## src/rtl/negedge_strobe_tx_pkg.sv

```systemverilog
// Shared types and sizing helpers for the negedge strobe transmitter.
// Latency: n/a (declarations only).
// Backpressure: n/a.
//
// Contents: tx_state_e FSM encoding, SENT_W words_sent width, cnt_w() timer width helper.
package negedge_strobe_pkg;

   typedef enum logic [1:0] {
      IDLE  = 2'd0,
      SETUP = 2'd1,
      HIGH  = 2'd2,
      LOW   = 2'd3
   } tx_state_e;

   localparam int SENT_W = 16;

   // The timer only ever holds (phase length - 1), so it needs enough bits
   // for (max phase length - 1); never less than one bit.
   function automatic int cnt_w(input int a, input int b, input int c);
      int m;
      m = a;
      if (b > m) m = b;
      if (c > m) m = c;
      return (m <= 1) ? 1 : $clog2(m);
   endfunction

endpackage

```

## src/rtl/negedge_strobe_tx_phase_timer.sv

```systemverilog
// Loadable down-counter with zero flag, timing every strobe phase.
// Latency: load takes effect on the next clkin edge; zero is decoded from the count.
// Backpressure: none; stops at zero until reloaded.
//
// Ports: clkin, rstn (async active-low), load/load_val (reload), zero (count is 0).
module strobe_phase_timer #(
   parameter int W = 1
) (
   input  logic         clkin,
   input  logic         rstn,
   input  logic         load,
   input  logic [W-1:0] load_val,
   output logic         zero
);

   logic [W-1:0] cnt;

   always_ff @(posedge clkin or negedge rstn) begin
      if (!rstn) begin
         cnt <= '0;
      end else if (load) begin
         cnt <= load_val;
      end else if (cnt != '0) begin
         cnt <= cnt - W'(1);
      end
   end

   assign zero = (cnt == '0);

endmodule

```

## src/rtl/negedge_strobe_tx.sv

```systemverilog
// Strobe transmitter: presents a word, raises strobe, drops it so a negedge receiver latches stable data.
// Latency: strobe rises SETUP_CYC edges after accept, falls HIGH_CYC later, ready returns LOW_CYC after that.
// Backpressure: in_ready low from accept until the hold window ends; offered words wait on in_valid.
//
// Ports: clkin, rstn, in_valid/in_ready/in_data (word input), strobe_out, data_out,
// busy, words_sent (completed falling edges, wraps). With NEGEDGE_STROBE_TX_PARITY_EN
// defined, data_par carries the even parity of the presented word.
module negedge_strobe_tx
   import negedge_strobe_pkg::*;
#(
   parameter int DW        = 7,
   parameter int SETUP_CYC = 1,
   parameter int HIGH_CYC  = 2,
   parameter int LOW_CYC   = 2
) (
   input  logic              clkin,
   input  logic              rstn,
   input  logic              in_valid,
   output logic              in_ready,
   input  logic [DW-1:0]     in_data,
   output logic              strobe_out,
   output logic [DW-1:0]     data_out,
   output logic              busy,
   output logic [SENT_W-1:0] words_sent
`ifdef NEGEDGE_STROBE_TX_PARITY_EN
   ,
   output logic              data_par
`endif
);

   localparam int CNT_W = cnt_w(SETUP_CYC, HIGH_CYC, LOW_CYC);
   localparam logic [CNT_W-1:0] SETUP_LD = CNT_W'(SETUP_CYC - 1);
   localparam logic [CNT_W-1:0] HIGH_LD  = CNT_W'(HIGH_CYC - 1);
   localparam logic [CNT_W-1:0] LOW_LD   = CNT_W'(LOW_CYC - 1);

   tx_state_e          state;
   logic               accept;
   logic               fall;
   logic               ph_zero;
   logic               tmr_load;
   logic [CNT_W-1:0]   tmr_val;
   logic [SENT_W-1:0]  sent_nxt;

   assign accept = (state == IDLE) && in_valid && in_ready;
   assign fall   = (state == HIGH) && ph_zero;

   // Each phase transition reloads the timer with the next phase length.
   always_comb begin
      tmr_load = 1'b0;
      tmr_val  = '0;
      if (accept) begin
         tmr_load = 1'b1;
         tmr_val  = SETUP_LD;
      end else if ((state == SETUP) && ph_zero) begin
         tmr_load = 1'b1;
         tmr_val  = HIGH_LD;
      end else if (fall) begin
         tmr_load = 1'b1;
         tmr_val  = LOW_LD;
      end
   end

   strobe_phase_timer #(.W(CNT_W)) u_timer (
      .clkin    (clkin),
      .rstn     (rstn),
      .load     (tmr_load),
      .load_val (tmr_val),
      .zero     (ph_zero)
   );

   // Only the clocked falling edge counts; a reset-induced drop clears the count instead.
   assign sent_nxt = fall ? words_sent + SENT_W'(1) : words_sent;

   always_ff @(posedge clkin or negedge rstn) begin
      if (!rstn) begin
         words_sent <= '0;
      end else begin
         words_sent <= sent_nxt;
      end
   end

   always_ff @(posedge clkin or negedge rstn) begin
      if (!rstn) begin
         state      <= IDLE;
         strobe_out <= 1'b0;
         data_out   <= '0;
         in_ready   <= 1'b0;
         busy       <= 1'b0;
`ifdef NEGEDGE_STROBE_TX_PARITY_EN
         data_par   <= 1'b0;
`endif
      end else begin
         case (state)
            IDLE: begin
               if (accept) begin
                  // data_out is only ever loaded here, so it is frozen for the whole strobe.
                  data_out <= in_data;
`ifdef NEGEDGE_STROBE_TX_PARITY_EN
                  data_par <= ^in_data;
`endif
                  in_ready <= 1'b0;
                  busy     <= 1'b1;
                  state    <= SETUP;
               end else begin
                  in_ready <= 1'b1;
               end
            end
            SETUP: begin
               if (ph_zero) begin
                  strobe_out <= 1'b1;
                  state      <= HIGH;
               end
            end
            HIGH: begin
               if (ph_zero) begin
                  strobe_out <= 1'b0;
                  state      <= LOW;
               end
            end
            LOW: begin
               if (ph_zero) begin
                  busy     <= 1'b0;
                  in_ready <= 1'b1;
                  state    <= IDLE;
               end
            end
            default: state <= IDLE;
         endcase
      end
   end

endmodule
```

## config.mk

```make
export PLATFORM = sky130hd
export DESIGN_NAME = negedge_strobe_tx
export DESIGN_NICKNAME = d
export VERILOG_FILES = /design/src/rtl/negedge_strobe_tx_pkg.sv /design/src/rtl/negedge_strobe_tx_phase_timer.sv /design/src/rtl/negedge_strobe_tx.sv
export SDC_FILE = /design/constraint.sdc
export NUM_CORES = 1
export LEC_CHECK = 0
export CORE_ASPECT_RATIO = 0.7
export CORE_MARGIN = 1.5
export CORE_UTILIZATION = 51
export DETAILED_ROUTE_END_ITERATION = 10
export PLACE_DENSITY_LB_ADDON = 0.12
export SLEW_MARGIN = 10
export SYNTH_ARGS = -nofsm -noshare
export SYNTH_HDL_FRONTEND = slang
export SYNTH_SLANG_ARGS = --single-unit
```

## constraint.sdc

```tcl
create_clock -name clkin -period 4.3 [get_ports clkin]
set_input_delay 1.075 -clock clkin [delete_from_list [all_inputs] [get_ports clkin]]
set_output_delay 1.075 -clock clkin [all_outputs]
set_load 0.01 [all_outputs]
```

==> summary.txt <==
Run status
  – Status: finished clean

Routing
  – Initial DRC Count: 52
  – Routed Wire Length: between 2 and 3 mm
  – Drt drc: 0
  – Antenna Nets Post-Route: 0
  – First drt pass iteration count: 4
  – Via Count: 973
  – Avg Vias per Cell: 5.203
  – Wire length per cell: 13.67 um

Worst setup path
  – WP depth: 1
  – Critical Path End: words_sent[6]
  – Critical Path RT: 3.22 ns
  – Slowest stage delay, CP: 0.58 ns
  – WP data arrival: 1.29 ns
  – RR Startpoint: state[0]
  – WP buf/inv: 1
  – R2r setup slk: 2.37 ns
  – Critical Path Start Type: flip-flop
  – Crit path cell chain: clkdlybuf4s50_1
  – Crit path max-delay family: buffers and inverters
  – Setup crit start: words_sent[6]
  – Worst R2R End: words_sent[13]
  – Worst path slowest cell: clkdlybuf4s50_1
  – Critical path peak fanout: 6
  – Critical path class: reg -> out
  – Critical path capture point type: primary output
  – Worst reg2reg path depth: 6

Place
  – Placed instance count: 179
  – Placed cell area: between 0.0015 and 0.002 mm2
  – Port buffer count: 35
  – Final RePlAce weighted congestion: 0.7388
  – DP HPWL: 1.886 mm

Cells and area
  – # fillers: 176
  – Share of layout cells above drive strength 1: 14.38%
  – Final Non-Filler Cells: ~190
  – Fin nets: 168
  – Area Growth Syn to Fin: 36.84%
  – Fin area: 0.001822 mm2
  – ANT cells: 0

Synthesis
  – Gate count of the mapped netlist: 110
  – Syn Area/Cell: 12.10 um2
  – Top FF cell, synth: dfrtp_1
  – Unique masters post-synth: 26
  – Synth area leaders: dfrtp_1 (55%), mux2_2 (5.9%), xnor2_1 (5.9%)
  – Mapped Area: approximately 0.0013 mm2
  – Syn. warnings: 0
  – Number of enable flip-flop cells after synthesis: 0
  – Seq/Total Area, Yosys: 54.51%
  – Yosys reg bits: 29
  – Most common cell in the netlist: dfrtp_1
  – Mapped Nets: 126
  – Async set-reset flop share out of synthesis: 100.0%
  – Area leader, netlist: dfrtp_1
  – Top cell type's share of synthesized area: 54.51%
  – Top post-synthesis cells by count: dfrtp_1 (29), nand2_1 (10), xnor2_1 (9)

Clock tree
  – Clk sinks: 29
  – Post-CTS sizing: 0
  – Total setup buffers inserted after CTS: 0
  – CTS tree: built
  – Clk pin slew, worst setup/hold paths: 0.06 ns
  – Num CTS Buffers: 5
  – Root Driver: clkbuf_8
  – CTS max path bufs: 2
  – Hold-fix buffers at CTS: 0
  – H-tree depth: 2
  – Clk_lat worst skew: 0.28 ns

Power and ir drop
  – Total power: around 1.1 mW
  – Leak: 0.8210 nW
  – Cell area power density: between 600 and 700 mW/mm2
  – Worst VDD drop: 0.0004308 V

Floorplan
  – Initial Util: ~54%
  – Core area: 0.002477 mm2
  – Die ar.: roughly 0.0029 mm2
  – I/O pin cnt: 36
  – Die H: about 46 um
  – Number of cell rows: 15
  – Die W: 64.07 um

Run
  – Max-Cap Viols: 0

GRT
  – Final global-route overflow total: 0
  – Vias in the first global route: 897
  – Largest net degree at the start of global routing: 30
  – Gr usage total: between 10% and 20%
  – Initial antenna violation count: 0
  – First-pass GRT wire length: 4.195 mm

STA
  – F_max: about 0.42 GHz
  – Slew HR: 71.20%
  – Period utilization: 55.03%
  – Worst Skew: 0.006684 ns
  – Post-layout min period: 2.366 ns
  – Setup TNS: 0 ns
  – # setup viols final: 0
  – Fin. Hold Viols: 0
  – Slew Viols, Final: 0
  – Worst-Margin Slew: around 0.43 ns
  – Unrepaired setup endpoints after global routing: no

Hold path
  – Cell count of the worst hold path: 1
  – Min-Delay Path Class: reg -> reg
how the worst min path moves through the flow:
stage                     endpoint            from  slack, ns
floorplan           words_sent[15]  words_sent[15]       0.50
global placement    words_sent[15]  words_sent[15]       0.46
detailed placement  words_sent[15]  words_sent[15]       0.46
CTS                 words_sent[15]  words_sent[15]       0.47
global route        words_sent[15]  words_sent[15]       0.48
finish              words_sent[15]  words_sent[15]       0.47
where the power goes:
part / internal, mW / leakage, nW / switching [mW]
Sequential: 0.361 / 0.369 / 0.0727
Combinational: 0.252 / 0.398 / 0.204
Clock: 0.144 / 0.0542 / 0.102
state kept, by name, indices dropped and copies added, names as in the netlist:
register	cells
words_sent	16
data_out	7
state	2
busy	1
in_ready	1
strobe_out	1
u_timer.cnt	1
placed cells by master (no fill, tap or decap), types with 5 or more instances in the layout:
cell / count
xor2_1: 6
dfrtp_1: 29
nand3_1: 7
mux2_2: 7
xnor2_1: 9
nand2_1: 10
inv_1: 5
ha_1: 6
clkbuf_8: 7
clkdlybuf4s50_1: 35
metal layers:
layer / track usage [%] / wire length (um) / up-vias / share of wire, %
met1: 26.00 / 1261 / 480 / 49
li1: - / - / 459 / -
met2: 29.79 / 1124 / 29 / 44
met3: 6.436 / 140 / 5 / 5.5
met4: 9.130 / 29 / 0 / 1.1
met5: 0 / 0 / - / 0
cell families after synthesis:
logic type                 after synthesis  share of synthesized area, %
adders and majority gates                6                         5.639
DFF                                     29                         54.51
buffers and inverters                    6                         2.256
muxes                                    9                         7.425
xor gates and xnor gates                15                         9.869
AOI/OAI and AO/OA                       10                         4.699
and+or+nand+nor                         35                         15.60
per-stage QoR:
stage,util (%),hold WS (ns),worst slack [ns]
6_report,73.54,0.4716,1.934
5_1_grt,73.54,0.4813,1.823
4_1_cts,73.54,0.4750,1.915
3_5_place_dp,69.44,0.4622,1.619
3_3_place_gp,69.44,0.4575,1.706
2_1_floorplan,-,0.5039,2.288
cell type report:
cell class | count | area [um2] | share of cell area (%)
Inverter | 5 | 18.77 | 1.030
Tap cell | 34 | 42.54 | 2.335
Timing Repair Buffer | 36 | 357.8 | 19.64
Clock buffer | 7 | 96.34 | 5.288
Multi-Input combinational cell | 75 | 575.6 | 31.59
Sequential cell | 29 | 725.7 | 39.84
Clock inverter | 1 | 5.005 | 0.2747
No activity file was read; power rests on OpenSTA's default activity.
